==> config.mk <==
export PLATFORM = sky130hd
export DESIGN_NAME = word_read_arbiter
export DESIGN_NICKNAME = d
export VERILOG_FILES = /design/src/rtl/word_read_arbiter.sv
export SDC_FILE = /design/constraint.sdc
export NUM_CORES = 1
export LEC_CHECK = 0
export ABC_AREA = 0
export BUFFER_PORTS_ARGS = -buffer_cell sky130_fd_sc_hd__buf_2
export CAP_MARGIN = 40
export CORE_UTILIZATION = 51
export CTS_CLUSTER_SIZE = 28
export DETAILED_ROUTE_END_ITERATION = 6
export PLACE_DENSITY = 0.88
export SLEW_MARGIN = 10
export SYNTH_ARGS = -nofsm -noshare
export SYNTH_HDL_FRONTEND = slang
export SYNTH_SLANG_ARGS = --single-unit
==> constraint.sdc <==
create_clock -name clock -period 5.85 [get_ports clock]
set_input_delay 0.2925 -clock clock [delete_from_list [all_inputs] [get_ports clock]]
set_output_delay 0.2925 -clock clock [all_outputs]
set_load 0.005 [all_outputs]
==> src/rtl/word_read_arbiter.sv <==
// rtl/word_read_arbiter.sv - two-requester burst read arbiter for a shared word FIFO
//
// Gives the FIFO read port to one of two requesters at a time, using
// round-robin when both ask. The granted burst is read one word at a time,
// and each word is handed over with a valid/ready handshake.
//
// Ports:
//   clock, rstn            clock; asynchronous active-low reset
//   fifo_empty, fifo_data  FIFO status and read data (data valid the cycle after fifo_rd)
//   fifo_rd                one-cycle FIFO read strobe per word
//   req0/1, len0/1         burst requests and word counts (count sampled at grant)
//   gnt0/1                 requester owns the read port
//   data_out, valid0/1     delivered word and per-requester valid
//   ready0/1               requester accepts data_out
//   done0/1                one-cycle pulse when a burst ends
//   busy                   arbiter is not idle

module word_read_arbiter #(
   parameter int WORD_SIZE = 32,
   parameter int BURST_W   = 4
) (
   input  logic                 clock,
   input  logic                 rstn,
   input  logic                 fifo_empty,
   input  logic [WORD_SIZE-1:0] fifo_data,
   output logic                 fifo_rd,
   input  logic                 req0,
   input  logic                 req1,
   input  logic [BURST_W-1:0]   len0,
   input  logic [BURST_W-1:0]   len1,
   output logic                 gnt0,
   output logic                 gnt1,
   output logic [WORD_SIZE-1:0] data_out,
   output logic                 valid0,
   output logic                 valid1,
   input  logic                 ready0,
   input  logic                 ready1,
   output logic                 done0,
   output logic                 done1,
   output logic                 busy
);

   typedef enum logic [1:0] {IDLE, READ, CAPT, SEND} state_t;

   state_t             state;
   logic               owner;     // requester holding the grant
   logic               last;      // requester served last; reset to 1 so requester 0 wins the first tie
   logic [BURST_W-1:0] count;     // words still to deliver
   logic               stop;      // owner dropped req during CAPT/SEND; burst ends after this word

   logic elig0;
   logic elig1;
   logic pick;
   logic req_cur;
   logic ready_cur;
   logic last_word;

   assign elig0 = req0 && (len0 != '0);
   assign elig1 = req1 && (len1 != '0);

   // On a tie the requester not served last wins. Otherwise the single eligible one wins.
   assign pick = (elig0 && elig1) ? ~last : elig1;

   assign req_cur   = owner ? req1 : req0;
   assign ready_cur = owner ? ready1 : ready0;

   // The read strobe is decoded from the current state so it can never coincide
   // with an empty FIFO. An abort in READ also suppresses it in the same cycle.
   assign fifo_rd = (state == READ) && !fifo_empty && req_cur;
   assign busy    = (state != IDLE);

   assign last_word = (count == BURST_W'(1)) || stop || !req_cur;

   always_ff @(posedge clock or negedge rstn) begin
      if (!rstn) begin
         state    <= IDLE;
         owner    <= 1'b0;
         last     <= 1'b1;
         count    <= '0;
         stop     <= 1'b0;
         gnt0     <= 1'b0;
         gnt1     <= 1'b0;
         valid0   <= 1'b0;
         valid1   <= 1'b0;
         done0    <= 1'b0;
         done1    <= 1'b0;
         data_out <= '0;
      end else begin
         done0 <= 1'b0;
         done1 <= 1'b0;
         case (state)
            IDLE: begin
               if (elig0 || elig1) begin
                  owner <= pick;
                  count <= pick ? len1 : len0;
                  gnt0  <= ~pick;
                  gnt1  <= pick;
                  stop  <= 1'b0;
                  state <= READ;
               end
            end
            READ: begin
               if (!req_cur) begin
                  // Abort before reading: the rest of the burst is discarded.
                  done0 <= ~owner;
                  done1 <= owner;
                  gnt0  <= 1'b0;
                  gnt1  <= 1'b0;
                  last  <= owner;
                  count <= '0;
                  state <= IDLE;
               end else if (!fifo_empty) begin
                  state <= CAPT;
               end
            end
            CAPT: begin
               data_out <= fifo_data;
               valid0   <= ~owner;
               valid1   <= owner;
               if (!req_cur) stop <= 1'b1;
               state    <= SEND;
            end
            SEND: begin
               if (ready_cur) begin
                  valid0 <= 1'b0;
                  valid1 <= 1'b0;
                  if (last_word) begin
                     done0 <= ~owner;
                     done1 <= owner;
                     gnt0  <= 1'b0;
                     gnt1  <= 1'b0;
                     last  <= owner;
                     count <= '0;
                     state <= IDLE;
                  end else begin
                     count <= count - BURST_W'(1);
                     state <= READ;
                  end
               end else if (!req_cur) begin
                  stop <= 1'b1;
               end
            end
            default: state <= IDLE;
         endcase
      end
   end

endmodule

==> impl_metrics.env, run 1 <==
export IMPL_cts_reportedPaths_clkPinSlew_ns=0.09
export IMPL_htree_levels=2
export IMPL_timing_critical_path_cells="ha_1 -> nor3b_1 -> or4_1 -> o21ai_2 -> mux2_4"
export IMPL_fill_cells=321
export IMPL_rsz0062_at_grt="false"
export IMPL_io_buffer_count=86
export IMPL_die_area_um2=4440
export IMPL_post_cts_buffers=0
export IMPL_leakage_nw=1.32
export IMPL_seq_power_share_pct=43.6
export IMPL_p_clk_share_pct=13.2
export IMPL_finalPower_mw=1.37
export IMPL_p_per_area_nw_per_um2=507
export IMPL_area_delta_synth_final_pct=27.0
export IMPL_routedWlPerCell_um=15.0
export IMPL_fin_setup_tns_ns=0
export IMPL_fin_cells=306
export IMPL_fp_dieW_um=66.7
export IMPL_crit_arrival_ns=2.18
export IMPL_p_comb_share_pct=43.2
export IMPL_drtAntennaViolNets=0
export IMPL_min_path_type="primary input to flip-flop"
export IMPL_min_path_cells=2
export IMPL_cts_max_path_buffers=2
export IMPL_p_int_uw=903
export IMPL_maxCapViolCount=0
export IMPL_yosys_area_top_type_share_pct=54.0
export IMPL_endpoint_kind="flip-flop"
export IMPL_track_usage_pct=21.5
export IMPL_syn_num_nets=216
export IMPL_period_share_pct=34.1
export IMPL_period_needed_ns=2.00
export IMPL_num_antenna_cells=0
export IMPL_synthTopCellsByArea="dfrtp_1 54%, mux2_2 17%, inv_1 1.6%, dfstp_2 1.2%, a2bb2oi_1 1.2%"
export IMPL_hpwlAfterDp_um=3450
export IMPL_dp_cells=298
export IMPL_maxSlewViolCount=0
export IMPL_reg2reg_to="gnt1"
export IMPL_core_um2=4000
export IMPL_yosys_cell_count_top_type="dfrtp_1"
export IMPL_p_sw_share_pct=34.2
export IMPL_critical_path_slowest_cell="or4_1"
export IMPL_ys_seq_elements=47
export IMPL_tightest_slew_ns=0.604
export IMPL_min_to="data_out[8]"
export IMPL_firstDrtPassIters=5
export IMPL_rr_worst_depth=5
export IMPL_r2r_start="count[0]"
export IMPL_num_rows=23
export IMPL_num_nets_final=305
export IMPL_grt_pass1_wl_um=6960
export IMPL_rrSetupSlack_ns=3.85
export IMPL_synth_cell_type_count=43
export IMPL_initial_core_util_pct=53.3
export IMPL_synth_edf_count=0
export IMPL_clk_latency_ns=0.29
export IMPL_num_vias=1652
export IMPL_ir_worst_vdd_mv=0.231
export IMPL_maxSlewHeadroom_pct=59.4
export IMPL_synth_area_um2=2130
export IMPL_cts_inserted_buffers=5
export IMPL_max_stage_delay_ns=0.61
export IMPL_multi_input_comb_area_um2=883
export IMPL_overflow=0
export IMPL_gp_congestion=0.986
export IMPL_ios=87
export IMPL_worst_setup_path_type="flip-flop to flip-flop"
export IMPL_wl_um=4580
export IMPL_clkSinkCount=47
export IMPL_initialDrtViolationCount=61
export IMPL_cp_required_ns=6.03
export IMPL_final_hold_violation_count=0
export IMPL_finClkSkew_ns=0.0102
export IMPL_crit_fanout=6
export IMPL_grt_pass1_vias=1492
export IMPL_synthTopCellsByCount="46 x dfrtp_1, 33 x mux2_2, 9 x inv_1"
export IMPL_fmax_mhz=501
export IMPL_antenna_found_initial=0
export IMPL_synthCells=167
export IMPL_yosysSeqAreaShare_pct=55.2
export IMPL_synth_async_reset_ratio_pct=100
export IMPL_setup_viol=0
export IMPL_regArea_um2=1180
export IMPL_avgSynthCellArea_um2=12.8
export IMPL_grt_max_degree=33
export IMPL_drc_errors=0
export IMPL_drive_above_1_share_pct=54.3
export IMPL_p_switching_uw=470
export IMPL_worstSetupStartpointType="flip-flop"
export IMPL_fp_dieH_um=66.7
export IMPL_cts_tree="done"
export IMPL_ys_flop_type="dfrtp_1"
export IMPL_detail_route_vias_per_cell=5.40
export IMPL_status="finished clean"
export IMPL_synth_top_cell_by_area="dfrtp_1"
export IMPL_ys_warn_count=0
export IMPL_min_from="fifo_data[8]"
export IMPL_clockRootBuffer="clkbuf_8"
[stage by stage]
step,instance area (µm²),setup WS (ns),hold slack (ns),utilization [%]
floorplan,2130,3.99,-0.00309,-
global placement,2590,3.93,0.483,64.9
detailed placement,2620,3.89,0.289,65.4
CTS,2710,3.87,0.208,67.7
global route,2710,3.78,0.211,67.7
finish,2710,3.85,0.223,67.7
[power groups by stage]
stage	combinational [mW]	clock, mW	sequential (mW)
after global placement	0.577	0	0.588
after floorplan	0.385	0	0.586
final	0.593	0.181	0.598
after CTS	0.599	0.190	0.595
after global routing	0.657	0.202	0.617
after detailed placement	0.594	0	0.601
[worst max-delay path by stage]
stage                  start   end  slack [ns]  cells past startpoint
detailed placement  count[0]  gnt1        3.89                      5
CTS                 count[0]  gnt1        3.87                      5
global route        count[0]  gnt1        3.78                      5
global placement    count[0]  gnt1        3.93                      5
floorplan           count[0]  gnt1        3.99                      6
finish              count[0]  gnt1        3.85                      5
[per-layer routing]
layer	vias to the layer above	GRT usage [%]	wire length [µm]
met4	0	10.9	104
met2	68	36.4	2350
met3	10	5.48	250
met5	-	0	0
met1	786	25.1	1870
li1	788	-	-
[kinds of logic (layout without fill, tap and decap cells)]
logic type	count (synthesis)	count (layout)	synth area share, %
XOR/XNOR	1	1	0.411
AND/OR/NAND/NOR	29	29	7.45
buffers and inverters	16	105	3.46
AO/OA/AOI/OAI	35	35	12.6
multiplexers	37	37	19.7
adder cells (fa/ha/maj)	2	2	1.17
flip-flops	47	47	55.2
[worst max-delay path: cells and delay by family, from the launching register on]
kind,cells,cell delay (ns)
AO/OA/AOI/OAI,1,0.16
adder cells (fa/ha/maj),1,0.20
flip-flops,1,0.43
multiplexers,1,0.32
AND/OR/NAND/NOR,2,0.77
[layout make-up]
class                   count  share of cell area, %
clock buffers               5                   2.54
flip-flops and latches     47                   43.5
repair buffers             89                   17.3
inverters                   9                   1.25
multi-input cells         104                   32.6
well taps                  50                   2.31
clock inverters             2                  0.508
[cell usage in the layout, fill, tap and decap left out, drive strengths merged, types with 3 or more instances in the layout]
| master | instances |
|---|---|
| nor3 | 5 |
| a21oi | 5 |
| mux2 | 34 |
| clkbuf | 5 |
| dfrtp | 46 |
| mux2i | 3 |
| o21ai | 5 |
| inv | 9 |
| nand3 | 3 |
| nand2 | 5 |
| a2bb2oi | 3 |
| nand2b | 3 |
| buf | 88 |
| a31oi | 3 |
| nor2 | 5 |
[repair_timing]
item | in CTS | in global routing
hold buffers | 1 | 0
gates resized for setup | 0 | 0
hold endpoints to repair | 20 | 0
setup endpoints to repair | 0 | 0
[registers in the layout (all words and copies together) (netlist names), named ones only]
register and cells:
gnt0 1, stop 1, state 1, done1 1, owner 1, valid0 1
count 4, valid1 1, data_out 32, last 1, gnt1 1, done0 1
Power figures use the tool's default switching activity.
==> inputs of run 2 (changes only) <==
--- a/config.mk
+++ b/config.mk
@@ -8,10 +8,10 @@
 export ABC_AREA = 0
 export BUFFER_PORTS_ARGS = -buffer_cell sky130_fd_sc_hd__buf_2
 export CAP_MARGIN = 40
-export CORE_UTILIZATION = 51
+export CORE_UTILIZATION = 43
 export CTS_CLUSTER_SIZE = 28
 export DETAILED_ROUTE_END_ITERATION = 6
-export PLACE_DENSITY = 0.88
+export PLACE_DENSITY = 0.79
 export SLEW_MARGIN = 10
 export SYNTH_ARGS = -nofsm -noshare
 export SYNTH_HDL_FRONTEND = slang
==> constraint.sdc (replaced) <==
create_clock -name clock -period 1.7 [get_ports clock]
set_input_delay 0.085 -clock clock [delete_from_list [all_inputs] [get_ports clock]]
set_output_delay 0.085 -clock clock [all_outputs]
set_load 0.005 [all_outputs]
==> impl_metrics.env, run 2 (synthesized netlist as in run 1, its figures left out) <==
export IMPL_status="finished, violations left"
export IMPL_violations="setup timing"
export IMPL_initial_core_util_pct=44.8
export IMPL_multi_input_comb_area_um2=931
export IMPL_cts_inserted_buffers=5
export IMPL_p_int_mw=3.72
export IMPL_drtAntennaViolNets=0
export IMPL_fp_dieH_um=72.4
export IMPL_timing_critical_path_cells="ha_2 -> nor3b_4 -> or4_4 -> buf_6 -> a2bb2oi_1 -> a31oi_1"
export IMPL_fin_setup_tns_ns=-0.0648
export IMPL_maxCapViolCount=0
export IMPL_die_area_um2=5240
export IMPL_period_share_pct=102
export IMPL_leakage_nw=1.45
export IMPL_htree_levels=2
export IMPL_final_common_cell="buf_2"
export IMPL_finClkSkew_ns=0.00790
export IMPL_reg_top3="data_out (32), count (4)"
export IMPL_crit_buf_inv=1
export IMPL_core_um2=4750
export IMPL_rsz0062_at_grt="true"
export IMPL_cts_reportedPaths_clkPinSlew_ns=0.09
export IMPL_hpwlAfterDp_um=3770
export IMPL_grt_pass1_vias=1651
export IMPL_cts_max_path_buffers=2
export IMPL_place_ws_ns=-0.0673
export IMPL_wl_um=4870
export IMPL_gp_congestion=0.917
export IMPL_clockRootBuffer="clkbuf_8"
export IMPL_clkSinkCount=47
export IMPL_final_hold_violation_count=0
export IMPL_p_comb_share_pct=46.6
export IMPL_min_path_type="primary input to flip-flop"
export IMPL_num_antenna_cells=0
export IMPL_maxSlewHeadroom_pct=67.2
export IMPL_crit_arrival_ns=1.94
export IMPL_num_nets_final=325
export IMPL_fp_dieW_um=72.4
export IMPL_track_usage_pct=19.3
export IMPL_p_clk_share_pct=17.2
export IMPL_cp_required_ns=1.91
export IMPL_regMostFlops="data_out"
export IMPL_firstDrtPassIters=4
export IMPL_drive_above_1_share_pct=59.2
export IMPL_regArea_um2=1180
export IMPL_io_buffer_count=86
export IMPL_drc_errors=0
export IMPL_crit_family="simple AND/OR/NAND/NOR gates"
export IMPL_worst_setup_path_type="flip-flop to flip-flop"
export IMPL_p_per_area_nw_per_um2=1830
export IMPL_setup_viol=3
export IMPL_tightest_slew_ns=0.492
export IMPL_postLayoutSetupSlackWorst_ns=-0.0365
export IMPL_cts_tree="done"
export IMPL_ir_worst_vdd_mv=0.797
export IMPL_critical_path_slowest_cell="or4_4"
export IMPL_num_rows=25
export IMPL_grt_max_degree=27
export IMPL_grt_pass1_wl_um=7720
export IMPL_fill_cells=415
export IMPL_crit_fanout=5
export IMPL_antenna_found_initial=0
export IMPL_clk_latency_ns=0.29
export IMPL_ios=87
export IMPL_period_needed_ns=1.74
export IMPL_fin_hold_ws_ns=0.0196
export IMPL_p_switching_mw=1.75
export IMPL_endpoint_kind="flip-flop"
export IMPL_worstSetupStartpointType="flip-flop"
export IMPL_overflow=0
export IMPL_largest_reg_flops=32
export IMPL_detail_route_vias_per_cell=5.10
export IMPL_seq_power_share_pct=36.2
export IMPL_max_stage_delay_ns=0.45
export IMPL_fmax_mhz=576
export IMPL_p_sw_share_pct=32.0
export IMPL_num_vias=1755
export IMPL_initialDrtViolationCount=56
export IMPL_maxSlewViolCount=0
export IMPL_routedWlPerCell_um=14.2
export IMPL_area_delta_synth_final_pct=40.4
export IMPL_final_cell_mix="86 x buf_2, 46 x dfrtp_1, 33 x mux2_2, 19 x buf_4, 8 x inv_1"
==> run 2: changes by cell type in the layout (fill, tap and decap cells not counted), sizes merged <==
cell / previous run / this run
bufinv: 0 / 2
clkinv: 2 / 0
clkbuf: 5 / 6
buf: 88 / 108
==> run 2: metrics by stage <==
stage | utilization [%] | total power, mW | area (µm²) | instances
floorplan | - | 3.37 | 2150 | 167
global placement | 58.8 | 4.34 | 2800 | 333
detailed placement | 58.8 | 4.44 | 2800 | 333
CTS | 62.1 | 5.42 | 2950 | 342
global route | 62.9 | 5.86 | 2990 | 344
finish | 62.9 | 5.47 | 2990 | 344
==> run 2: worst reg2reg max path: cells and delay by family (launching register included) <==
family / cells / cell delay [ns]
AND/OR/NAND/NOR: 2 / 0.60
flip-flops: 1 / 0.41
AO/OA/AOI/OAI: 2 / 0.30
adder cells (fa/ha/maj): 1 / 0.19
buffers and inverters: 1 / 0.15
==> run 2: per-layer routing <==
| metal | global-route usage [%] | routed length (µm) | vias up | share of wire, % |
|---|---|---|---|---|
| li1 | - | - | 829 | - |
| met1 | 25.1 | 2080 | 839 | 43 |
| met2 | 33.3 | 2440 | 81 | 50 |
| met3 | 3.89 | 313 | 6 | 6.4 |
| met4 | 4.58 | 38 | 0 | 0.78 |
| met5 | 0 | 0 | - | 0 |
==> run 2: path summary, 6_finish.rpt <==
path,startpoint,to,slack [ns],cells after the start
hold / removal,fifo_data[10],data_out[10],0.02,2
hold reg to reg,valid0,valid0,0.50,1
setup / recovery,count[0],count[1],-0.04,6
setup reg to reg,count[0],count[1],-0.04,6
min in group asynchronous,rstn,data_out[28],0.29,2
max in group asynchronous,rstn,last,0.83,3
==> run 2: power by group through the flow <==
stage / clock (mW) / combinational [mW] / sequential [mW]
after global placement: 0 / 2.39 / 1.95
after CTS: 0.976 / 2.48 / 1.97
final: 0.941 / 2.55 / 1.98
after floorplan: 0 / 1.35 / 2.02
after detailed placement: 0 / 2.45 / 1.99
after global routing: 1.02 / 2.80 / 2.04
==> run 2: area by class of cell <==
cell class | instances | share of cell area [%]
inverter | 9 | 1.13
timing repair buffer | 109 | 21.2
clock buffer | 6 | 2.42
sequential | 47 | 39.3
clock inverter | 2 | 2.01
multi-input combinational | 104 | 31.1
tap | 67 | 2.80
==> run 2: timing repair <==
item                       CTS  global route
buffers inserted             0             2
setup endpoints to repair    5             8
resized for setup            3             5
pin swaps                    3             2
hold buffers                 1             0
hold endpoints to repair    21             0
